==> config.mk <==
export PLATFORM = sky130hd
export DESIGN_NAME = ahbl_arb2
export DESIGN_NICKNAME = d
export VERILOG_FILES = /design/src/rtl/ahbl_arb2.sv
export SDC_FILE = /design/constraint.sdc
export NUM_CORES = 1
export LEC_CHECK = 0
export ABC_AREA = 1
export ABC_CLOCK_PERIOD_IN_PS = 2800
export BUFFER_PORTS_ARGS = -buffer_cell sky130_fd_sc_hd__buf_2
export CORE_MARGIN = 5
export CORE_UTILIZATION = 42
export DETAILED_ROUTE_END_ITERATION = 7
export PLACE_DENSITY = 0.8
export SYNTH_ARGS = -nofsm -noshare
export SYNTH_HDL_FRONTEND = slang
export SYNTH_SLANG_ARGS = --single-unit
==> constraint.sdc <==
create_clock -name clk -period 2.8 [get_ports clk]
set_clock_uncertainty 0.2 [all_clocks]
set_input_delay 0.56 -clock clk [delete_from_list [all_inputs] [get_ports clk]]
set_output_delay 0.56 -clock clk [all_outputs]
set_load 0.01 [all_outputs]
==> src/rtl/ahbl_arb2.sv <==
// rtl/ahbl_arb2.sv - two-master to one-slave AHB-Lite arbiter with per-master hold buffers
module ahbl_arb2 #(
    parameter int W_ADDR = 32,
    parameter int W_DATA = 32,
    parameter bit RR     = 1'b0
) (
    input  logic              clk,
    input  logic              rst,
    input  logic [W_ADDR-1:0] s0_haddr,
    input  logic              s0_hwrite,
    input  logic [2:0]        s0_hsize,
    input  logic [2:0]        s0_hburst,
    input  logic [3:0]        s0_hprot,
    input  logic              s0_hmastlock,
    input  logic [1:0]        s0_htrans,
    input  logic [W_DATA-1:0] s0_hwdata,
    output logic              s0_hready,
    output logic              s0_hresp,
    output logic [W_DATA-1:0] s0_hrdata,
    input  logic [W_ADDR-1:0] s1_haddr,
    input  logic              s1_hwrite,
    input  logic [2:0]        s1_hsize,
    input  logic [2:0]        s1_hburst,
    input  logic [3:0]        s1_hprot,
    input  logic              s1_hmastlock,
    input  logic [1:0]        s1_htrans,
    input  logic [W_DATA-1:0] s1_hwdata,
    output logic              s1_hready,
    output logic              s1_hresp,
    output logic [W_DATA-1:0] s1_hrdata,
    output logic [W_ADDR-1:0] m_haddr,
    output logic              m_hwrite,
    output logic [1:0]        m_htrans,
    output logic [2:0]        m_hsize,
    output logic [2:0]        m_hburst,
    output logic [3:0]        m_hprot,
    output logic              m_hmastlock,
    output logic [7:0]        m_hmaster,
    output logic [W_DATA-1:0] m_hwdata,
    input  logic              m_hready,
    input  logic              m_hresp,
    input  logic [W_DATA-1:0] m_hrdata
);
    localparam logic [1:0] HT_IDLE = 2'b00;
    localparam logic [1:0] HT_BUSY = 2'b01;
    localparam logic [1:0] HT_SEQ  = 2'b11;

    typedef struct packed {
        logic [W_ADDR-1:0] addr;
        logic              write;
        logic [2:0]        size;
        logic [2:0]        burst;
        logic [3:0]        prot;
        logic              lock;
        logic [1:0]        trans;
    } aph_t;

    aph_t       live [2];
    aph_t       hold [2];
    aph_t       src  [2];
    aph_t       m_aph;
    logic [1:0] hold_vld, live_req, own_dph, elig, act, s_hready;
    logic       dph_vld, dph_owner, last_grant, aph_frz, frz_idx, lock_vld, lock_idx;
    logic       retain, tie_pick, issue, grant, xfer;

    assign live[0] = {s0_haddr, s0_hwrite, s0_hsize, s0_hburst, s0_hprot, s0_hmastlock, s0_htrans};
    assign live[1] = {s1_haddr, s1_hwrite, s1_hsize, s1_hburst, s1_hprot, s1_hmastlock, s1_htrans};

    // Per-master source (hold wins over live), eligibility and ready back to the master
    always_comb begin
        for (int n = 0; n < 2; n++) begin
            src[n]      = hold_vld[n] ? hold[n] : live[n];
            live_req[n] = live[n].trans[1] & ~hold_vld[n];
            own_dph[n]  = dph_vld & (dph_owner == n[0]);
            elig[n]     = hold_vld[n] | (live_req[n] & (m_hready | own_dph[n]));
            act[n]      = hold_vld[n] | ((live[n].trans != HT_IDLE) & (m_hready | own_dph[n]));
            s_hready[n] = own_dph[n] ? m_hready : ~hold_vld[n];
        end
    end

    // Grant: frozen wait-state grant, then burst/lock retention, then held, then live
    always_comb begin
        tie_pick = RR ? ~last_grant : 1'b0;
        retain   = lock_vld & ((src[lock_idx].trans == HT_SEQ) |
                               (src[lock_idx].trans == HT_BUSY) | src[lock_idx].lock);
        issue    = 1'b0;
        grant    = 1'b0;
        if (aph_frz) begin
            issue = 1'b1;
            grant = frz_idx;
        end else if (retain) begin
            issue = act[lock_idx];
            grant = lock_idx;
        end else if (hold_vld != 2'b00) begin
            issue = 1'b1;
            grant = (hold_vld == 2'b11) ? tie_pick : hold_vld[1];
        end else if (elig != 2'b00) begin
            issue = 1'b1;
            grant = (elig == 2'b11) ? tie_pick : elig[1];
        end
        m_aph = issue ? src[grant] : '0;
        xfer  = issue & m_aph.trans[1];
    end

    assign m_haddr     = m_aph.addr;
    assign m_hwrite    = m_aph.write;
    assign m_hsize     = m_aph.size;
    assign m_hburst    = m_aph.burst;
    assign m_hprot     = m_aph.prot;
    assign m_hmastlock = m_aph.lock;
    assign m_htrans    = m_aph.trans;
    assign m_hmaster   = {7'b0, issue & grant};
    assign m_hwdata    = dph_owner ? s1_hwdata : s0_hwdata;
    assign s0_hready   = s_hready[0];
    assign s1_hready   = s_hready[1];
    assign s0_hresp    = own_dph[0] & m_hresp;
    assign s1_hresp    = own_dph[1] & m_hresp;
    assign s0_hrdata   = m_hrdata;
    assign s1_hrdata   = m_hrdata;

    // Hold capture/release, data-phase ownership, retention, round-robin and freeze state
    always_ff @(posedge clk) begin
        if (rst) begin
            hold[0]    <= '0;
            hold[1]    <= '0;
            hold_vld   <= 2'b00;
            dph_vld    <= 1'b0;
            dph_owner  <= 1'b0;
            last_grant <= 1'b1;
            aph_frz    <= 1'b0;
            frz_idx    <= 1'b0;
            lock_vld   <= 1'b0;
            lock_idx   <= 1'b0;
        end else begin
            for (int n = 0; n < 2; n++) begin
                if (live_req[n] & ~(issue & (grant == n[0])) & s_hready[n]) begin
                    hold[n]     <= live[n];
                    hold_vld[n] <= 1'b1;
                end else if (hold_vld[n] & issue & (grant == n[0]) & m_hready) begin
                    hold_vld[n] <= 1'b0;
                end
            end
            if (m_hready) begin
                dph_vld  <= xfer;
                lock_vld <= issue & (m_aph.lock | (m_aph.burst != 3'b000));
                if (issue) lock_idx <= grant;
                if (xfer) begin
                    dph_owner  <= grant;
                    last_grant <= grant;
                end
            end
            // An error response releases the freeze so the owner may cancel to IDLE
            aph_frz <= ~m_hready & xfer & ~m_hresp;
            frz_idx <= grant;
        end
    end
endmodule

== Word-level counts from Yosys, hierarchy flattened ==
Memories as Yosys holds them, arrays and structs flattened.
Index checks and enable logic that the tools add are counted.
Storage, ports and cells
  word-level logic and storage cells: 111
  RAM bits: 92
  memories kept: 1
  bits of input ports: 192
  output and inout port bits: 154
  register bits after elaboration: 8
Cells by class
  mux-type cells: 38
  reductions and logical operators: 9
  magnitude comparators: 3
  equality and inequality tests: 4
  bitwise operators: 48
Memories
  hold: depth 2, bits a word 46, read ports 2, clocked after Yosys merged registers in 0, wr ports 2, line 59  | aph_t hold [2];
Operators with widths (count)
  two-way mux 46 bit: 8
  two-way mux 32 bit: 1
  bitwise AND 1 bit: 27
  two-way mux 1 bit: 26
  nonzero test 2 bit: 6
  OR 1 bit: 11
  two-way mux 3 bit: 3
  inverter 1 bit: 8
  equality test 2 bit (second input constant): 3
  greater-or-equal comparator 2 bit (second input constant): 2
  inverter 1 -> 2 bit: 2
  AND reduction 2 bit: 2
  nonzero test 3 bit: 1
  equality test 2 x 1 -> 1 bit (second input constant): 1
  < comparator 1 x 2 -> 1 bit (second input constant): 1

== Longest topological paths before layout ==
  word-level depth: 20
  depth in mapped cells: 16

== Worst setup path after synthesis ==
Ideal clock, no wire load.
  path type: input -> register
  from: input s1_htrans[1]
  to: memory hold[0][0] in the netlist's numbering, enable pin
  required time: 2.196 ns
  buffers on the path: 0
  setup slack: -0.282 ns
  arrival time: 2.477 ns
  setup time: 0.404 ns
  cell stages on the path: 11
  path through: inv_1 > nor2_1 > and2_1 > nand2_1 > o21ai_1 > nand2_1 > nand3_2 > nand2_4 > nand2_4 > nand3_1 > nand2_1
RTL lines
  from (decl): line 26  | input logic [1:0] s1_htrans,
  to (decl): line 59

== Worst setup path in the final report ==
  from: register hold_vld[0]
  to: output m_htrans[0]
Between the ends
  word-level cells in the longest chain between the ends: 15
  elaborated cells on any way between the ends: 35
  classes of those cells: 4 x eq/ne; 20 x mux; 9 x bitwise; 2 x reduce/logical
RTL lines
  from (decl): line 62  | logic [1:0] hold_vld, live_req, own_dph, elig, act, s_hready;
  from (signal assigned): line 126  | hold_vld <= 2'b00;
  from (signal, indexed assignment): line 138  | hold_vld[n] <= 1'b1;
  from (signal, indexed assignment): line 140  | hold_vld[n] <= 1'b0;
  two-way mux 46 bit / inverter 1 bit (equally long branches): line 72, 73
  two-way mux 3 bit (implied by the code) / bitwise AND 1 bit (equally long branches): line 85, 73
  two-way mux 3 bit (implied by the code) / bitwise AND 1 bit (equally long branches): line 85, 75
  two-way mux 3 bit (implied by the code) / OR 1 bit (equally long branches): line 85, 75
  equality test 2 bit (tied with other cells): line 84  | retain = lock_vld & ((src[lock_idx].trans == HT_SEQ) |
  OR 1 bit / two-way mux 1 bit (equally long branches): line 84, 99
  OR 1 bit / two-way mux 1 bit (equally long branches): line 85, 97
  bitwise AND 1 bit / two-way mux 1 bit (equally long branches): line 84, 94
  two-way mux 1 bit: line 91  | end else if (retain) begin
  two-way mux 1 bit: line 88  | if (aph_frz) begin
  inverter 1 -> 2 bit (implied by the code): line 101  | m_aph = issue ? src[grant] : '0;
  two-way mux 46 bit (implied by the code) (3 in series): line 101
  two-way mux 46 bit (*): line 101
  to (decl): line 33  | output logic [1:0] m_htrans,
Mark *: on every way between the ends. The rest lies on a longest branch, timed or not. The select of a mux whose other input is x is not followed.

==> metrics <==
status finished, violations left; failing checks setup timing; Setup Viol. Count Final 11; CP required 2.04 ns; TritonCTS Sinks 100; Clock Pin Slew Worst Setup and Hold Paths 0.07 ns; pin count of the biggest net entering global routing 83; Diodes inserted 0; PwrDens 1204 nW/um2; Synth area leaders edfxtp_1 (40%), nand2_1 (12%), a21oi_2 (10%); Logic pwr share 60.5%; post-route ant nets 0; postcts setup bufs 0; Initial Util 42.22%; highest clock rate 0.3523 GHz; synth unique cells 29; Die X 138.4 um; CTS HTree Levels 3; switching pwr 0.004663 W; cell-internal power 0.005430 W; WL/cell 18.91 um; Slew HR 64.36%; Mean Syn Cell Area 8.130 um2; commonest non-fill, non-tap cells in the layout buf_2 (242), nand2_1 (221), inv_1 (109); CP arrival 2.08 ns; CP Launch Type flop; Placed Cells 1,220; area leader, netlist edfxtp_1; R2R setup slack 0.40 ns; # IOs 346; drt pass-1 iters 5; critical path peak fanout 21; Clock power frac 13.1%; Pwr Total 0.01009 W; Max Cap Viol 0; Initial DRC Count 460; hold_buf cts 0; vias in the first global route 6,190; drt total wl 23,370 um; global route total overflow 0; total die area 19,160 um2; root buf cell clkbuf_16; sequential-to-total area share from yosys stat 42.20%; power share of the sequential group 26.4%; Critical Path End Type primary output; Yosys Warn Count 0; dpl ws 0.02076 ns; row cnt 47; Final Hold Fails 0; global-route wire length before repair 35,330 um; via count 6,319; final setup TNS -0.1959 ns; GRT Overall Usage 23.49%; core area 16,410 um2; pin slew with the least headroom to its limit 0.5347 ns; Yosys top cell area share 39.88%; Final Max Slew Viols 0; Gate Count Post-Synth 852; Final Cycle Share 101.4%; Vias per Instance 5.112; Tmin final 2.838 ns; Final Instance Count excl. Fillers 1,236; # nets final 1,203; number of gates resized after cts 15; DR DRC count 0; Area growth syn-to-layout 21.01%; die height 138.4 um; fillers 1,517; RSZ-0062 raised after global routing yes; Setup WS post-layout -0.03820 ns; Yosys reg bits 100; leakage power 4.183 nW; TritonCTS clock tree done; worst ir drop on vdd 0.7572 mV; number of port buffers 242; clk buf depth 2; DP HPWL 17,910 um; routability cong. 0.9892; Final Util 51.09%; Worst Hold Class input port to flop; initial antenna violation count 1; worst skew pair latency 0.35 ns; Num CTS Buffers 9; share of layout cells above drive strength 1 40.45%; sw frac 46.20%; worst setup path class flop to primary output; Cell Area, Synth 6927 um2; leading cell type in the layout, fill and taps excluded buf_2
cell usage after synthesis, drive strengths merged:
master,instances
a21oi,98
edfxtp,92
nor4,1
dfxtp,8
clkbuf,34
inv,113
or2,1
nand3b,1
o21ai,94
o211ai,1
nor2,17
nand3,19
nand4,4
and2,1
conb,1
o22ai,41
buf,95
nand2,231
final timing paths:
kind	start	endpoint	cells past startpoint
min	m_hresp	aph_frz	2
max	hold_vld[0]	m_htrans[0]	12
min reg2reg	dph_vld	dph_vld	2
max reg2reg	hold_vld[0]	hold[0][69]	11
through the flow:
stage / hold slack, ns / cell area [um2]
floorplan: 0.2575 / 6954
global placement: 0.2716 / 7933
detailed placement: 0.2840 / 7933
CTS: 0.1670 / 8315
global route: 0.1782 / 8382
finish: 0.1887 / 8382
power by group through the flow:
stage,clock network [W],logic [W],registers (W)
floorplan,0,0.00372,0.00259
global placement,0,0.00581,0.00265
detailed placement,0,0.00587,0.00268
CTS,0.00135,0.00603,0.00266
global route,0.00141,0.00665,0.00273
finish,0.00133,0.00610,0.00267
routing by layer:
metal,part of all wire [%],vias up,GRT usage (%),routed length (um)
li1,-,3044,-,-
met4,1.7,2,5.148,404
met1,37,2932,27.40,8708
met2,51,313,41.39,11910
met5,0.056,-,0,13
met3,10,28,8.667,2333
state kept, by name, indices dropped and copies added (netlist names):
register and flops:
hold 92, dph_owner 1, lock_idx 1, frz_idx 1, hold_vld 2, lock_vld 1
dph_vld 1, aph_frz 1
cells by family after synthesis:
family | Yosys count | share of synthesized area [%]
DFF | 100 | 42.20
AOI/OAI and AO/OA | 234 | 22.02
buffers and inverters | 242 | 19.06
and+or+nand+nor | 275 | 16.67
other | 1 | 0.05414
layout make-up:
| class | instances | area [um2] | area share [%] |
|---|---|---|---|
| multi-input cells | 516 | 2848 | 33.98 |
| repair buffers | 271 | 1587 | 18.93 |
| inverters | 113 | 426.7 | 5.090 |
| clock buffers | 9 | 225.2 | 2.687 |
| flip-flops and latches | 100 | 2934 | 35.01 |
| clock inverters | 7 | 86.33 | 1.030 |
| well taps | 220 | 275.3 | 3.284 |
critical path, stage by stage, from the launching register on:
cell and delay, ns:
dfxtp_4 0.41, inv_2 0.07, nand2_1 0.09, nand2_2 0.08
nand3_2 0.10, nand3_2 0.08, nand2_1 0.09, nand3_2 0.09
nand2_4 0.08, nand2_4 0.06, buf_12 0.16, o22ai_1 0.22
buf_2 0.20
(Power assumes the default switching activity.)
